`src/rtl/mem_pkg.sv`:
```
// ---------------------------------------------------------------------------
// mem_pkg
// Shared definitions for the CPU memory-port responder: bus command
// encodings, the memory-mapped I/O addresses, RAM geometry and the
// responder FSM state codes.
// ---------------------------------------------------------------------------
package mem_pkg;

    localparam int DATA_W    = 16;
    localparam int ADDR_W    = 9;
    localparam int RAM_AW    = 8;
    localparam int RAM_DEPTH = 256;

    // Bus command encodings driven by the CPU's ldr/str logic.
    // Code 2'b11 is not a legal command but can appear on the wires.
    typedef enum logic [1:0] {
        MEM_NONE  = 2'b00,
        MEM_READ  = 2'b01,
        MEM_WRITE = 2'b10
    } mem_cmd_e;

    localparam logic [1:0] CMD_ILLEGAL = 2'b11;

    // Memory-mapped peripherals sit above the 256-word RAM window.
    localparam logic [ADDR_W-1:0] ADDR_LED = 9'h100;
    localparam logic [ADDR_W-1:0] ADDR_SW  = 9'h140;

    // Responder FSM state codes, kept as plain constants so older
    // code that compares raw 2-bit values keeps working.
    localparam logic [1:0] ST_IDLE = 2'd0;
    localparam logic [1:0] ST_WAIT = 2'd1;
    localparam logic [1:0] ST_RESP = 2'd2;

    // The RAM occupies every address with the top address bit clear.
    function automatic logic is_ram_addr(input logic [ADDR_W-1:0] addr);
        return !addr[ADDR_W-1];
    endfunction

endpackage

```
`src/rtl/sp_ram_256x16.sv`:
```
// ---------------------------------------------------------------------------
// sp_ram_256x16
// Single-port 256x16 RAM holding both program and data words.
// Writes commit on the rising clock edge; reads are combinational so the
// responder can present the word in the same cycle it acknowledges.
//
// Ports:
//   clk    system clock
//   we     write enable, sampled on the rising edge
//   addr   word address (8 bits)
//   wdata  write data
//   rdata  combinational read data for addr
// ---------------------------------------------------------------------------
module sp_ram_256x16
    import mem_pkg::*;
#(
    parameter string INIT_FILE = ""
) (
    input  logic              clk,
    input  logic              we,
    input  logic [RAM_AW-1:0] addr,
    input  logic [DATA_W-1:0] wdata,
    output logic [DATA_W-1:0] rdata
);

    logic [DATA_W-1:0] mem [RAM_DEPTH];

    // Write port: one word per clock when enabled.
    always_ff @(posedge clk) begin
        if (we) begin
            mem[addr] <= wdata;
        end
    end

    assign rdata = mem[addr];

endmodule

```
`src/rtl/mem_io_responder.sv`:
```
// ---------------------------------------------------------------------------
// mem_io_responder
// Target side of the CPU memory port. Accepts one command at a time,
// optionally stretches it by WAIT_STATES cycles, then completes it with a
// single-cycle mem_ack. Serves a 256x16 RAM, an LED register at 0x100 and
// the board switches at 0x140; anything else completes with bus_err.
//
// Ports:
//   clk         system clock, rising edge
//   rst         synchronous active-high reset
//   mem_cmd     00 none, 01 read, 10 write, 11 illegal
//   mem_addr    9-bit word address
//   write_data  store data
//   read_data   load data, valid in the ack cycle, held otherwise
//   mem_ack     one-cycle completion pulse
//   bus_err     one-cycle error pulse, only together with mem_ack
//   sw          board switches
//   ledr        LED register
// ---------------------------------------------------------------------------
module mem_io_responder
    import mem_pkg::*;
#(
    parameter int    WAIT_STATES = 0,
    parameter string INIT_FILE   = ""
) (
    input  logic              clk,
    input  logic              rst,
    input  logic [1:0]        mem_cmd,
    input  logic [ADDR_W-1:0] mem_addr,
    input  logic [DATA_W-1:0] write_data,
    output logic [DATA_W-1:0] read_data,
    output logic              mem_ack,
    output logic              bus_err,
    input  logic [7:0]        sw,
    output logic [7:0]        ledr
);

    localparam logic [3:0] WAIT_LOAD = (WAIT_STATES > 0) ? 4'(WAIT_STATES - 1) : 4'd0;

    logic [1:0]        state;
    logic [1:0]        lat_cmd;
    logic [ADDR_W-1:0] lat_addr;
    logic [DATA_W-1:0] lat_wdata;
    logic [3:0]        wait_cnt;
    logic [DATA_W-1:0] read_hold;
    logic [DATA_W-1:0] ram_rdata;

    logic              resp_valid;
    logic              resp_load;
    logic              resp_err;
    logic [DATA_W-1:0] resp_rdata;
    logic              ram_we;
    logic              led_we;

    // A reset arriving in the response cycle cancels the transaction, so
    // the ack and any side effects are suppressed in that same cycle.
    assign resp_valid = (state == ST_RESP) && !rst;

    sp_ram_256x16 #(
        .INIT_FILE(INIT_FILE)
    ) u_ram (
        .clk  (clk),
        .we   (ram_we),
        .addr (lat_addr[RAM_AW-1:0]),
        .wdata(lat_wdata),
        .rdata(ram_rdata)
    );

    // Address/command decode of the latched request. Reads and illegal
    // commands both update read_data (illegal ones to zero); writes leave
    // it alone. Unmapped targets and switch writes flag an error.
    always_comb begin
        resp_load  = 1'b0;
        resp_err   = 1'b0;
        resp_rdata = '0;
        ram_we     = 1'b0;
        led_we     = 1'b0;
        if (lat_cmd == MEM_READ) begin
            resp_load = 1'b1;
            if (is_ram_addr(lat_addr)) begin
                resp_rdata = ram_rdata;
            end else if (lat_addr == ADDR_LED) begin
                resp_rdata = {8'h00, ledr};
            end else if (lat_addr == ADDR_SW) begin
                resp_rdata = {8'h00, sw};
            end else begin
                resp_err = 1'b1;
            end
        end else if (lat_cmd == MEM_WRITE) begin
            if (is_ram_addr(lat_addr)) begin
                ram_we = resp_valid;
            end else if (lat_addr == ADDR_LED) begin
                led_we = resp_valid;
            end else begin
                resp_err = 1'b1;
            end
        end else if (lat_cmd == CMD_ILLEGAL) begin
            resp_load = 1'b1;
            resp_err  = 1'b1;
        end
    end

    // Request FSM. The request is captured once in IDLE and the live bus
    // inputs are ignored until the ack has gone out. The wait counter
    // runs from WAIT_STATES-1 down to zero, one cycle per count.
    always_ff @(posedge clk) begin
        if (rst) begin
            state     <= ST_IDLE;
            wait_cnt  <= 4'd0;
            lat_cmd   <= MEM_NONE;
            lat_addr  <= '0;
            lat_wdata <= '0;
        end else begin
            case (state)
                ST_IDLE: begin
                    if (mem_cmd != MEM_NONE) begin
                        lat_cmd   <= mem_cmd;
                        lat_addr  <= mem_addr;
                        lat_wdata <= write_data;
                        if (WAIT_STATES > 0) begin
                            state    <= ST_WAIT;
                            wait_cnt <= WAIT_LOAD;
                        end else begin
                            state <= ST_RESP;
                        end
                    end
                end
                ST_WAIT: begin
                    if (wait_cnt == 4'd0) begin
                        state <= ST_RESP;
                    end else begin
                        wait_cnt <= wait_cnt - 4'd1;
                    end
                end
                ST_RESP: begin
                    state <= ST_IDLE;
                end
                default: begin
                    state <= ST_IDLE;
                end
            endcase
        end
    end

    // Registered side of the response: the held read value and the LED
    // register. RAM contents are deliberately untouched by reset.
    always_ff @(posedge clk) begin
        if (rst) begin
            read_hold <= '0;
            ledr      <= 8'h00;
        end else begin
            if (resp_valid && resp_load) begin
                read_hold <= resp_rdata;
            end
            if (led_we) begin
                ledr <= lat_wdata[7:0];
            end
        end
    end

    assign mem_ack   = resp_valid;
    assign bus_err   = resp_valid && resp_err;
    assign read_data = (resp_valid && resp_load) ? resp_rdata : read_hold;

endmodule

```
`config.mk`:
```
export PLATFORM = sky130hd
export DESIGN_NAME = mem_io_responder
export DESIGN_NICKNAME = d
export VERILOG_FILES = /design/src/rtl/mem_pkg.sv /design/src/rtl/sp_ram_256x16.sv /design/src/rtl/mem_io_responder.sv
export SDC_FILE = /design/constraint.sdc
export NUM_CORES = 2
export LEC_CHECK = 0
export ABC_AREA = 1
export CAP_MARGIN = 20
export CORE_MARGIN = 3
export CORE_UTILIZATION = 31
export DETAILED_ROUTE_END_ITERATION = 8
export REMOVE_ABC_BUFFERS = 1
export SYNTH_ARGS = -nofsm -noshare
export SYNTH_HDL_FRONTEND = slang
export SYNTH_SLANG_ARGS = --single-unit
```
`constraint.sdc`:
```
create_clock -name clk -period 3.9 [get_ports clk]
set_input_delay 0.585 -clock clk [delete_from_list [all_inputs] [get_ports clk]]
set_output_delay 0.585 -clock clk [all_outputs]
set_load 0.02 [all_outputs]
```
Word level (Yosys, flattened, before mapping)
Memory sizes are Yosys's and may differ from the RTL's. A register that Yosys moved wholly into a read port is not among the register bits. Index checks and enable logic that the tools add are counted.

Memories kept: 1. Bits in writable memories: 4096. Word-level logic and storage cells: 58. Output and inout bits: 26. Input port bits: 37. Register bits: 57.

Memory list: u_ram.mem (words 256, width 16, read ports 1, clocked after Yosys merged registers in 1, write ports 1, RTL line sp_ram_256x16.sv:26) `logic [DATA_W-1:0] mem [RAM_DEPTH];`.

Add/sub/neg operators: 1. Bitwise gates (word level): 1. Eq/ne operators: 9. Mux-type cells: 29. Reductions and logical operators: 10.

Operator list (number): 16-bit two-way mux (3); 8-bit two-way mux (4); 1-bit two-way mux (19); 9-bit == test (second input constant) (2); 2-bit == test (second input constant) (3); 2-bit AND reduction (3); 2-bit by 1-bit == test with 1-bit output (second input constant) (2); 4-bit logical NOT (1); 2-bit two-way mux (2); 2-bit != test (second input constant) (2); 2-bit case mux with 2 select lines (1); 4-bit by 1-bit subtractor with 4-bit output (second input constant) (1); 1-bit logical AND (3); 2-bit logical NOT (1); 2-bit nonzero test (1); 1-bit logical NOT (1); 1-bit NOT (1).

Logic depth before layout (Yosys ltp)
Depth in word-level cells: 7. Depth in mapped cells: 17. Gate-level depth less buffers: 13.

Modules after synthesis
From an unflattened synthesis, not the netlist that was laid out.

Cells, all modules: 15946. Area, all modules: 169994.3 um2.

Modules (own cells, without submodules): sp_ram_256x16 (cells an instance 15646, area an instance 167790.9 um2, seq. area each 122998.0 um2, instances 1); mem_io_responder (cells an instance 300, area an instance 2203.4 um2, seq. area each 1041.0 um2, instances 1).

Worst setup path after synthesis
Ideal clock, no wire load.

Kind: reg-to-reg. Start: reg lat_wdata[0]. End: mem u_ram.mem[0][0] (data pin). Path buffers: 0. Setup time: 859 ps. Data arrival time: 3413 ps. Setup slack: -372 ps. Period minus slack after synthesis: 4272 ps. Cell stages (with the launch flop): 1. Required time: 3041 ps. Cells stage by stage: dfxtp_1.

RTL lines: start, declared (RTL line mem_io_responder.sv:43) `logic [DATA_W-1:0] lat_wdata;`; start signal, assigned (RTL line mem_io_responder.sv:119) `lat_wdata <= write_data;`; end, declared (RTL line sp_ram_256x16.sv:26).

Straight into the memory's write port.

==> impl_metrics.toml <==
[status]
status = "complete, but fails checks"
violations = "negative setup slack"

[sta]
slew_violations = 0
rsz0062_at_grt = "yes"
fin_tns_setup_ns = -9.12
fmax_mhz = 220
period_needed_ns = 4.54
slew_headroom = 0.160
hold_ws_ns = 0.163
setup_viol = 16
finalHoldViolCount = 0
fin_ws_ns = -0.637
fin_crit_sh = 1.16
worstMarginPinSlew_ns = 1.26
fin_worst_skew_ns = 0.0761

[clocking]
cts.clk_slew.worst_paths_ns = 0.06
cts_buffer_depth = 4
clock-sinks = 4156
cts_hold_buf = 0
ctsRootBufferMaster = "clkbuf_16"
h-tree-depth = 5
clkLatencyLatePin_ns = 0.99
cts_tree = "yes"
cts_buffers = 421

[final_layout]
layout.cells.non_filler = 22354
syn_to_final_growth_pct = 21.5
drive_gt1_frac = 0.160
finish.utilization = 0.379
fin_area_sq_um = 204000
nNetsFinal = 14840

[global_routing]
grt_max_degree = 154
track_usage = 0.183
grt_antenna_before_repair = 15
grt_pass1_vias = 107932
grt-ovfl-total = 0
grt_pass1_wl_mm = 757

[placement]
placed_area_sq_um = 185000
gp_congestion = 0.869
detailed_place_hpwl_mm = 316
placed_cells = 21462
port_buffers = 62
pre_cts_ws_ns = -0.839

[worst_setup_path]
slowest_stage = "dfxtp_4"
crit_arrival_ns = 3.95
ff2ff_setup_slack_ns = 0.87
required_ns = 3.31
worstSetupPathType = "reg -> out"
r2r_cells = 6
crit_family = "simple AND/OR/NAND/NOR gates"
critical_path_buf_inv_count = 7
startpoint_type = "flop"
max_stage_delay_ns = 0.38
cp-endpoint = "read_data[15]"
end_kind = "primary output"
rr_startpoint = "lat_addr[0]$_SDFFE_PP0P_"
regToRegEndpoint = "u_ram.mem[89][15]$_DFFE_PP_"
worstSetupPathDepth = 19
cp_common_cell = "nand2_1"
worstPathCellList = "buf_12 -> buf_16 -> buf_16 -> buf_4 -> nand2_1 -> nand3_1 -> nand3_1 -> nand3_2 -> nand3_2 -> nand2_2 -> nand2_2 -> nand2_1 -> nand2_1 -> nand3_4 -> nand3_2 -> buf_6 -> nand2_1 -> buf_6 -> buf_4"
path_max_fanout = 8

[pwr]
power.switching_mw = 25.9
p_total_mw = 102
cellLeakagePower_nw = 72.0
ir_drop_uv = 354
clock_power_share = 0.395
powerDensity_nw_per_um2 = 500
switching_share = 0.254
pwr-share-comb = 0.119
p_int_mw = 76.0
seq_power_share = 0.486

[floorplanning]
start_util = 0.312
die_area_sq_um = 550000
die_h_microns = 742
die_w_microns = 742
num_io_pins = 63
core_sq_um = 538000
rows = 269

[detailed_routing]
vias_per_cell = 5.17
drt_first_pass_iters = 6
drtIter0Drc = 15247
drc_errors = 0
routed_wl_mm = 530
wl_per_cell_microns = 23.7
drtAntennaViolNets = 0
vias = 115657

[yosys]
synth.avg_cell_area_sq_um = 12.0
ys_types = 25
syn-instance-count = 13985
synth_top_area_share = 0.733
syn_area_sq_um = 168000
synth-seq-cells = 4156
ys.warnings.count = 0
netlist_top_cells_area = "edfxtp_1 73%, nand3_1 12%, nand2_1 10%"
yosysTopAreaCell = "edfxtp_1"
synth-seq-area-share = 0.740

[min_path]
worstHoldPathType = "in -> reg"

[run]
drv_cap = 0
[metal layers]
layer  up-vias  part of all wire  global-route usage  wire [microns]
met1     57337              0.40               0.253          214000
met4         8             0.039              0.0686           20500
met5         -           0.00011                   0              59
met2      5933              0.46               0.291          246000
li1      51464                 -                   -               -
met3       915             0.092              0.0292           48600
[power groups by stage]
stage / registers, mW / clock network [mW] / logic, mW
final: 49.6 / 40.2 / 12.1
after floorplan: 51.5 / 0 / 6.71
after detailed placement: 50.5 / 0 / 10.6
after global routing: 49.5 / 42.4 / 12.8
after CTS: 49.6 / 40.6 / 11.4
after global placement: 50.5 / 0 / 10.6
[how the worst min path moves through the flow]
stage	startpoint	to	slack (ns)	cells past startpoint
after global routing	write_data[13]	lat_wdata[13]$_SDFFE_PP0P_	0.14	3
final	write_data[13]	lat_wdata[13]$_SDFFE_PP0P_	0.16	3
after global placement	read_hold[11]$_SDFF_PP0_	read_hold[11]$_SDFF_PP0_	0.46	2
after detailed placement	read_hold[9]$_SDFF_PP0_	read_hold[9]$_SDFF_PP0_	0.46	2
after CTS	write_data[13]	lat_wdata[13]$_SDFFE_PP0P_	0.1	3
after floorplan	read_hold[10]$_SDFF_PP0_	read_hold[10]$_SDFF_PP0_	0.45	2
[registers in the layout, summed over array words and instances (netlist names), named ones only]
signal / flops
lat_addr: 9
lat_cmd: 2
ledr: 8
u_ram.mem: 4096
state: 1
lat_wdata: 16
read_hold: 16
[repair_timing]
action,4_1_cts,5_1_grt
setup endpoints to repair,17,17
setup buffers,34,23
pin swaps,27,97
gates cloned,25,23
resized for setup,407,422
[cell usage after synthesis]
library cell and instances:
clkinv_1 1, a21oi_1 35, nor4_2 1, nand4_1 4
dfxtp_1 60, buf_6 38, nor3_1 2, a211oi_1 16
buf_4 195, clkbuf_1 194, edfxtp_1 4096, inv_4 1
a22oi_1 8, nor2_1 287, o21ai_0 9, nand3_1 3908
nor4_1 2, o31ai_1 1, buf_12 1, buf_1 100
o21ai_1 1, buf_2 423, nand2_1 4567, inv_2 4
inv_1 31
[cell type report]
class / count / area, sq um
flip-flops and latches: 4156 / 124000
repair buffers: 1344 / 15500
repair inverters: 2 / 41.3
fillers: 50783 / 334000
diodes: 14 / 35.0
well taps: 7181 / 8980
inverters: 37 / 196
multi-input cells: 8841 / 41100
clock inverters: 247 / 2410
clock buffers: 532 / 11200
[cells in the final DEF (no fill, tap or decap), types with 6 or more instances in the layout]
cell                n
clkinv_16           8
nand3_2           271
inv_16              6
nand2_2           109
clkbuf_16         451
inv_6               9
nor2_1            276
clkinv_1           90
inv_1              29
clkinv_2           75
clkbuf_1           93
a21oi_1            35
nand2_1          4420
clkbuf_8           10
buf_12            275
dfxtp_4            21
bufbuf_16          15
bufinv_16          37
buf_4             856
nand2_4            38
dfxtp_1            38
nand3_4            69
o21ai_0             9
clkdlybuf4s50_1    44
nand3_1          3568
buf_8              14
a211oi_1           16
a22oi_1             8
buf_16             35
edfxtp_1         4096
clkinvlp_4         21
diode_2            14
nor2_2              8
buf_6              81
[worst register-to-register path: cells and delay by family (launching register included)]
family,cells,cell delay (ns)
and+or+nand+nor,3,1.47
DFF,1,0.43
buffers and inverters,3,0.87
[cell families after synthesis]
| logic type | Yosys count | synth area share |
|---|---|---|
| buffers and inverters | 988 | 0.0314 |
| AND/OR/NAND/NOR | 8771 | 0.226 |
| flip-flops | 4156 | 0.740 |
| AO/OA/AOI/OAI | 70 | 0.00246 |
Power figures use the tool's default switching activity.
